[src/rtl/ex_muldiv.sv]
`timescale 1ns/1ps
// ex_muldiv: multi-cycle multiply/divide unit with architectural HI/LO for the EX stage.
// Multiplies finish after MUL_LAT cycles; divides use radix-2 restoring iterations plus a sign-fix cycle.
module ex_muldiv #(
  parameter int WIDTH   = 32,
  parameter int MUL_LAT = 2
) (
  input  logic             clk,
  input  logic             rst,
  input  logic             start,
  input  logic [2:0]       func,
  input  logic             is_sign,
  input  logic [WIDTH-1:0] a,
  input  logic [WIDTH-1:0] b,
  input  logic             cancel,
  input  logic             read_hilo,
  output logic             busy,
  output logic             done,
  output logic             stall_req,
  output logic [WIDTH-1:0] hi,
  output logic [WIDTH-1:0] lo
);

  localparam logic [2:0] F_NOP  = 3'b000;
  localparam logic [2:0] F_MULT = 3'b001;
  localparam logic [2:0] F_DIV  = 3'b010;
  localparam logic [2:0] F_MADD = 3'b011;
  localparam logic [2:0] F_MSUB = 3'b100;
  localparam logic [2:0] F_MTHI = 3'b101;
  localparam logic [2:0] F_MTLO = 3'b110;
  localparam logic [2:0] F_RSVD = 3'b111;

  localparam int CNT_MAX = (WIDTH > MUL_LAT) ? WIDTH : MUL_LAT;
  localparam int CW      = $clog2(CNT_MAX + 1);

  if (WIDTH < 4 || (WIDTH % 2) != 0) begin : g_bad_width
    $error("ex_muldiv: WIDTH must be even and at least 4");
  end
  if (MUL_LAT < 1) begin : g_bad_lat
    $error("ex_muldiv: MUL_LAT must be at least 1");
  end

  typedef enum logic [1:0] {IDLE, MUL, DIV, FIX} state_t;

  state_t           state_reg, state_next;
  logic [CW-1:0]    cnt_reg, cnt_next;
  logic [WIDTH-1:0] hi_reg, hi_next;
  logic [WIDTH-1:0] lo_reg, lo_next;
  logic [WIDTH-1:0] a_reg, a_next;
  logic [WIDTH-1:0] b_reg, b_next;
  logic [2:0]       op_reg, op_next;
  logic             sign_reg, sign_next;
  logic [WIDTH-1:0] rem_reg, rem_next;
  logic [WIDTH-1:0] quot_reg, quot_next;
  logic [WIDTH-1:0] dvsr_reg, dvsr_next;
  logic             busy_reg, busy_next;
  logic             done_reg, done_next;

  logic               is_op;
  logic               accept;
  logic [WIDTH-1:0]   abs_a, abs_b;
  logic [2*WIDTH-1:0] a_ext, b_ext, prod, acc;
  logic [WIDTH:0]     rem_shift;
  logic               rem_ge;
  logic [WIDTH-1:0]   q_signed, r_signed;

  assign is_op     = (func != F_NOP) && (func != F_RSVD);
  assign accept    = (state_reg == IDLE) && start && !cancel && is_op;
  assign stall_req = busy_reg && (read_hilo || (start && is_op));

  assign abs_a = (is_sign && a[WIDTH-1]) ? -a : a;
  assign abs_b = (is_sign && b[WIDTH-1]) ? -b : b;

  // Sign-extending to 2*WIDTH lets one modular multiplier serve both signed and unsigned.
  assign a_ext = {{WIDTH{sign_reg & a_reg[WIDTH-1]}}, a_reg};
  assign b_ext = {{WIDTH{sign_reg & b_reg[WIDTH-1]}}, b_reg};
  assign prod  = a_ext * b_ext;
  assign acc   = {hi_reg, lo_reg};

  // The dividend shifts out of quot_reg's top as quotient bits shift into its bottom.
  assign rem_shift = {rem_reg, quot_reg[WIDTH-1]};
  assign rem_ge    = rem_shift >= {1'b0, dvsr_reg};

  assign q_signed = (sign_reg && (a_reg[WIDTH-1] ^ b_reg[WIDTH-1])) ? -quot_reg : quot_reg;
  assign r_signed = (sign_reg && a_reg[WIDTH-1]) ? -rem_reg : rem_reg;

  always_comb begin
    state_next = state_reg;
    cnt_next   = cnt_reg;
    hi_next    = hi_reg;
    lo_next    = lo_reg;
    a_next     = a_reg;
    b_next     = b_reg;
    op_next    = op_reg;
    sign_next  = sign_reg;
    rem_next   = rem_reg;
    quot_next  = quot_reg;
    dvsr_next  = dvsr_reg;
    done_next  = 1'b0;

    case (state_reg)
      IDLE: begin
        if (accept) begin
          op_next   = func;
          sign_next = is_sign;
          a_next    = a;
          b_next    = b;
          cnt_next  = '0;
          case (func)
            F_MTHI: hi_next = a;
            F_MTLO: lo_next = a;
            F_DIV: begin
              state_next = DIV;
              quot_next  = abs_a;
              rem_next   = '0;
              dvsr_next  = abs_b;
            end
            default: state_next = MUL;
          endcase
        end
      end

      MUL: begin
        if (cancel) begin
          state_next = IDLE;
          cnt_next   = '0;
        end else if (cnt_reg == CW'(MUL_LAT - 1)) begin
          case (op_reg)
            F_MADD:  {hi_next, lo_next} = acc + prod;
            F_MSUB:  {hi_next, lo_next} = acc - prod;
            default: {hi_next, lo_next} = prod;
          endcase
          done_next  = 1'b1;
          state_next = IDLE;
          cnt_next   = '0;
        end else begin
          cnt_next = cnt_reg + CW'(1);
        end
      end

      DIV: begin
        if (cancel) begin
          state_next = IDLE;
          cnt_next   = '0;
        end else begin
          rem_next  = rem_ge ? WIDTH'(rem_shift - {1'b0, dvsr_reg}) : rem_shift[WIDTH-1:0];
          quot_next = {quot_reg[WIDTH-2:0], rem_ge};
          if (cnt_reg == CW'(WIDTH - 1)) begin
            state_next = FIX;
            cnt_next   = '0;
          end else begin
            cnt_next = cnt_reg + CW'(1);
          end
        end
      end

      FIX: begin
        if (cancel) begin
          state_next = IDLE;
        end else begin
          // Divide by zero returns all ones and the raw dividend regardless of signedness.
          if (b_reg == '0) begin
            lo_next = '1;
            hi_next = a_reg;
          end else begin
            lo_next = q_signed;
            hi_next = r_signed;
          end
          done_next  = 1'b1;
          state_next = IDLE;
        end
      end

      default: state_next = IDLE;
    endcase

    busy_next = (state_next != IDLE);
  end

  always_ff @(posedge clk or negedge rst) begin
    if (!rst) begin
      state_reg <= IDLE;
      cnt_reg   <= '0;
      hi_reg    <= '0;
      lo_reg    <= '0;
      a_reg     <= '0;
      b_reg     <= '0;
      op_reg    <= F_NOP;
      sign_reg  <= 1'b0;
      rem_reg   <= '0;
      quot_reg  <= '0;
      dvsr_reg  <= '0;
      busy_reg  <= 1'b0;
      done_reg  <= 1'b0;
    end else begin
      state_reg <= state_next;
      cnt_reg   <= cnt_next;
      hi_reg    <= hi_next;
      lo_reg    <= lo_next;
      a_reg     <= a_next;
      b_reg     <= b_next;
      op_reg    <= op_next;
      sign_reg  <= sign_next;
      rem_reg   <= rem_next;
      quot_reg  <= quot_next;
      dvsr_reg  <= dvsr_next;
      busy_reg  <= busy_next;
      done_reg  <= done_next;
    end
  end

  assign busy = busy_reg;
  assign done = done_reg;
  assign hi   = hi_reg;
  assign lo   = lo_reg;

endmodule

[config.mk]
export PLATFORM = sky130hd
export DESIGN_NAME = ex_muldiv
export DESIGN_NICKNAME = d
export VERILOG_FILES = /design/src/rtl/ex_muldiv.sv
export SDC_FILE = /design/constraint.sdc
export NUM_CORES = 2
export LEC_CHECK = 0
export BUFFER_PORTS_ARGS = -buffer_cell sky130_fd_sc_hd__buf_2
export CAP_MARGIN = 20
export CORE_UTILIZATION = 60
export CTS_CLUSTER_SIZE = 28
export DETAILED_ROUTE_END_ITERATION = 8
export GPL_ROUTABILITY_DRIVEN = 0
export PLACE_DENSITY_LB_ADDON = 0.2
export SLEW_MARGIN = 20
export SYNTH_ARGS = -nofsm -noshare
export SYNTH_HDL_FRONTEND = slang
export SYNTH_SLANG_ARGS = --single-unit
[constraint.sdc]
create_clock -name clk -period 9.8 [get_ports clk]
set_input_delay 2.94 -clock clk [delete_from_list [all_inputs] [get_ports clk]]
set_output_delay 2.94 -clock clk [all_outputs]
set_load 0.02 [all_outputs]
# Word level (Yosys, flattened, before mapping)
# Cells that the tools add are included.
# op_classes
addsub	8
n_mul	1
div	0
n_lt_le_gt_ge	1
eq_ne	19
n_shift	0
mux	46
bitwise	3
n_reduce_logical	26
# ops
cell	count
$mux W32	23
$pmux W32 S2	4
$pmux W32 S3	2
$neg A32 Y32	4
$add A64 B64 Y64	1
$mul A33 B33 Y64	1
$sub A64 B64 Y64	1
$ge A33 B32 Y1	1
$logic_not A32 Y1	1
$sub A32 B32 Y32	1
$mux W6	5
$pmux W6 S3	1
$reduce_and A6 Y1	2
$logic_and A1 B1 Y1	10
$mux W2	5
$ne A2 B2 Y1 const B	5
$eq A3 B3 Y1 const B	3
$reduce_bool A3 Y1	3
$pmux W2 S4	1
$add A6 B1 Y6 const B	1
$eq A3 B2 Y1 const B	2
$eq A6 B1 Y1 const B	1
$eq A6 B5 Y1 const B	1
$ne A2 B1 Y1 const B	3
other kinds (16)	22
# totals
ff_bits	238
latch_bits	0
ram_bits	0
romBits	0
input_bits	73
output_inout_bits	67
wordCells	117
mem_count	0

# Depth between registers and ports, before layout
# depth
depth_word	7
mapped_depth	45
mapped_depth_nobuf	41

# Least setup slack after synthesis
# OpenSTA, ideal clock, no wires.
# synth_timing
path_type	register to register
from	register a_reg[31]
to	register hi_reg[31] (netlist: hi[31])
setup_time_ps	129
arrival_time_ps	10282
required_time_ps	9671
path_slack_ps	-611
stages_incl_launch_ff	40
n_path_buf	4
period_less_slack_ps	10411
path_cell_list	dfrtp_1 > clkbuf_1 > and2_1 > clkbuf_1 > buf_1 > nand2_1 > inv_1 > fa_1 > fa_1 > fa_1 > fa_1 > inv_1 > fa_1 > fa_1 > fa_1 > fa_1 > inv_1 > ha_1 > [... 4 more ...] > a211oi_1 > o21ai_1 > and2_1 > o311ai_0 > ha_1 > clkbuf_1 > inv_1 > o21a_1 > o21ai_0 > a21oi_1 > o21ai_0 > a211oi_1 > nor4b_1 > nor2_1 > a211o_1 > mux2i_1 > a211o_1 > nand3_1
# synth_via
elab_chain_cells	7
elab_cells_between_ends	12
classes_between	add/sub (2); mul (1); mux (7); bitwise (1); reduce/logical (1)
# synth_lines
item	line_no	rtl
from (decl)	49	logic [WIDTH-1:0] a_reg, a_next;
from (signal assigned)	200	a_reg <= a_next;
$and A1 B1 Y1	75	assign a_ext = {{WIDTH{sign_reg & a_reg[WIDTH-1]}}, a_reg};
$mul A33 B33 Y64	77	assign prod = a_ext * b_ext;
$sub A64 B64 Y64 / $add A64 B64 Y64 (equally long branches)	130, 129	
$pmux W32 S2	128	case (op_reg)
$mux W32	127	end else if (cnt_reg == CW'(MUL_LAT - 1)) begin
$mux W32	124	if (cancel) begin
$pmux W32 S3 *	101	case (state_reg)
to (signal assigned)	198	hi_reg <= hi_next;
to (decl)	47	logic [WIDTH-1:0] hi_reg, hi_next;
# Mark *: on every way between the ends. The rest lies on a longest branch, timed or not. The select of a mux whose other input is x is not followed.
# A chain may end at the register's enable or synchronous reset.

# Final worst setup path
# layout_timing
from	register b_reg[1]
to	register hi_reg[25] (netlist: hi[25])
# layout_via
elab_chain_cells	6
elab_cells_between_ends	10
classes_between	add/sub (2); mul (1); mux (6); reduce/logical (1)
# layout_lines
item	line_no	rtl
from (decl)	50	logic [WIDTH-1:0] b_reg, b_next;
from (signal assigned)	201	b_reg <= b_next;
$mul A33 B33 Y64	77	
$sub A64 B64 Y64 / $add A64 B64 Y64 (equally long branches)	130, 129	
$pmux W32 S2	128	
$mux W32	127	
$mux W32	124	
$pmux W32 S3 *	101	
# Marked as above.

==> reports/results.ini <==
[timing]
whs_ns=0.4798
finalSetupTns_ns=-6.371
finalHoldViolCount=0
period_share_pct=105.0
worst_pin_slew_ns=1.258
period_minus_slack_ns=10.29
final_max_slew_viol_count=0
max_freq_ghz=0.09720
setup_viol=29
skew_ns=0.02054
relSlewSlack_pct=15.92
rsz0062_at_grt=true
worst_slack_ns=-0.4878

[yosys]
syn_inst=7317
ys_seq_area_share_pct=9.657
yosysTopAreaCell=fa_1
synth_edf_count=0
synth_nets=8906
ys_warn_count=0
yosys-top-cells-area=fa_1, dfrtp_1, inv_1, ha_1, nand2_1
synth-seq-cells=238
yosys_most_used_dff=dfrtp_1
synth.cell_area_sq_mm=0.06168
async_flop_share_pct=100.0
avgSynthCellArea_sq_um=8.429
yosysTopAreaCellShare_pct=36.61
synth_cell_type_count=100

[routing]
vias=58540
avgRoutedWirePerCell_um=23.28
first_iter_violations=7023
viasPerCell=6.177
ant_nets=0
dr.pass1.iters=9
wl_um=220700
drc=9

[global_route]
antenna_found_initial=21
grt_pass1_wl_um=333000
grt_max_degree=105
first_global_vias=59330
grt_usage_pct=41.80
gr-total-overflow=0

[clocking]
clk_path_buf_depth=3
ctsRootBufferMaster=clkbuf_16
cts_tree=done
cts_htree_levels=1
cts_made_buffers=28
holdBufCountCts=0
clock_sinks=238
insertion_delay_ns=0.59
clk_pin_slew_ns=0.07

[final_layout]
synthToLayoutAreaGrowth_pct=22.02
fin_nets=9665
drive_above_1_share_pct=22.29
final_common_cell=inv_1
mostFrequentLayoutCells=inv_1, fa_1, nand2_1

[run]
max-cap-violations=0

[run_status]
status=complete, but fails checks
failed_checks=DRC, setup timing

[floorplanning]
start_util_pct=60.53
design.die.area_sq_mm=0.1041
core.rowCount=117
fp.dieW_um=322.6
core_sq_mm=0.1019
die_y_um=322.6
io_pins=140

[critical_path]
worst_path_largest_cell_delay_ns=0.59
critPathMaxFanout=7
critPathBufInv=9
critPathMostFrequentCell=fa_1
critical_path_class=reg2reg
crit_family=adder cells
end_kind=flip-flop
crit_arrival_ns=10.78
slowest_stage=fa_2
reg2reg_slack_ns=-0.49
crit_required_ns=10.30
cp-start-kind=flip-flop

[placement]
post-dp-hpwl_um=171700
io_buffers=139

[worst_hold_path]
hp-class=reg2reg

==> path summary, 6_finish.rpt <==
kind	startpoint	end	cells past startpoint
worst min register to register	dvsr_reg[28]	dvsr_reg[28]	2
worst min-delay path	dvsr_reg[28]	dvsr_reg[28]	2
min in group asynchronous	rst	done	1
worst max-delay path	b_reg[1]	hi[25]	40
worst max register to register	b_reg[1]	hi[25]	40
max in group asynchronous	rst	hi[17]	2
==> per-stage QoR <==
stage	setup WS [ns]	cells	util (%)	instance area, sq um
floorplan	0.002196	7317	-	61730
global placement	-0.7544	9304	68.91	70210
detailed placement	-0.9622	9304	68.91	70210
CTS	-0.1094	9412	71.78	73130
global route	-0.6397	9473	73.85	75240
finish	-0.4878	9478	73.86	75250
==> tightest hold or removal path, delay by kind of cell (launching register included) <==
kind            cells  cell delay, ns
compound gates      1            0.06
flops               1            0.34
simple gates        1            0.04
==> cell usage after synthesis, drive strengths merged (37+ instances only) <==
cell type	count
o21bai	62
o31ai	43
nand2	1005
and2	397
nand2b	44
ha	388
fa	1128
inv	1298
clkbuf	404
xnor2	148
a31oi	55
mux2	69
a21oi	391
a221oi	51
a21o	66
o21ai	315
nor3	60
nor2	362
nor4	46
dfrtp	238
or3	37
and3	37
o22ai	59
nand3	64
xor2	84
==> layer usage <==
layer | vias to the layer above | global-route usage (%) | part of all wire (%)
met5 | - | 0 | 0.028
met4 | 12 | 28.34 | 9.0
met3 | 1167 | 9.920 | 12
met2 | 3852 | 64.81 | 44
met1 | 28810 | 52.05 | 35
li1 | 24700 | - | -
==> cell families (layout without fill, tap and decap cells) <==
family                   after synthesis  in the layout  synth area share [%]
adder cells (fa/ha/maj)             1516           1516                 44.49
buffers and inverters               1738           2519                 10.66
AO/OA/AOI/OAI                       1320           1320                 13.75
flip-flops                           238            238                 9.657
other                                  0             12                     0
multiplexers                          97             97                 1.714
XOR/XNOR                             232            232                 3.295
AND/OR/NAND/NOR                     2176           2176                 16.43
==> layout make-up <==
class | count | area (sq um)
sequential | 238 | 5969
antenna | 12 | 30.03
timing repair buffer | 1168 | 9565
tap | 1368 | 1712
multi-input combinational | 5341 | 52070
clock buffer | 36 | 772.0
fill | 7271 | 26630
inverter | 1299 | 4882
clock inverter | 16 | 252.7
==> repair_timing <==
item / 4_1_cts / 5_1_grt
endpoints found under the hold margin: 0 / 0
gates resized for setup: 289 / 365
cloned: 1 / 2
setup buffers: 55 / 60
endpoints found under the setup margin: 36 / 43
pin swaps: 114 / 205
Power is left out: the tool's default activity adds up to more than one toggle a clock period on the data nets, which glitch-free logic cannot reach.
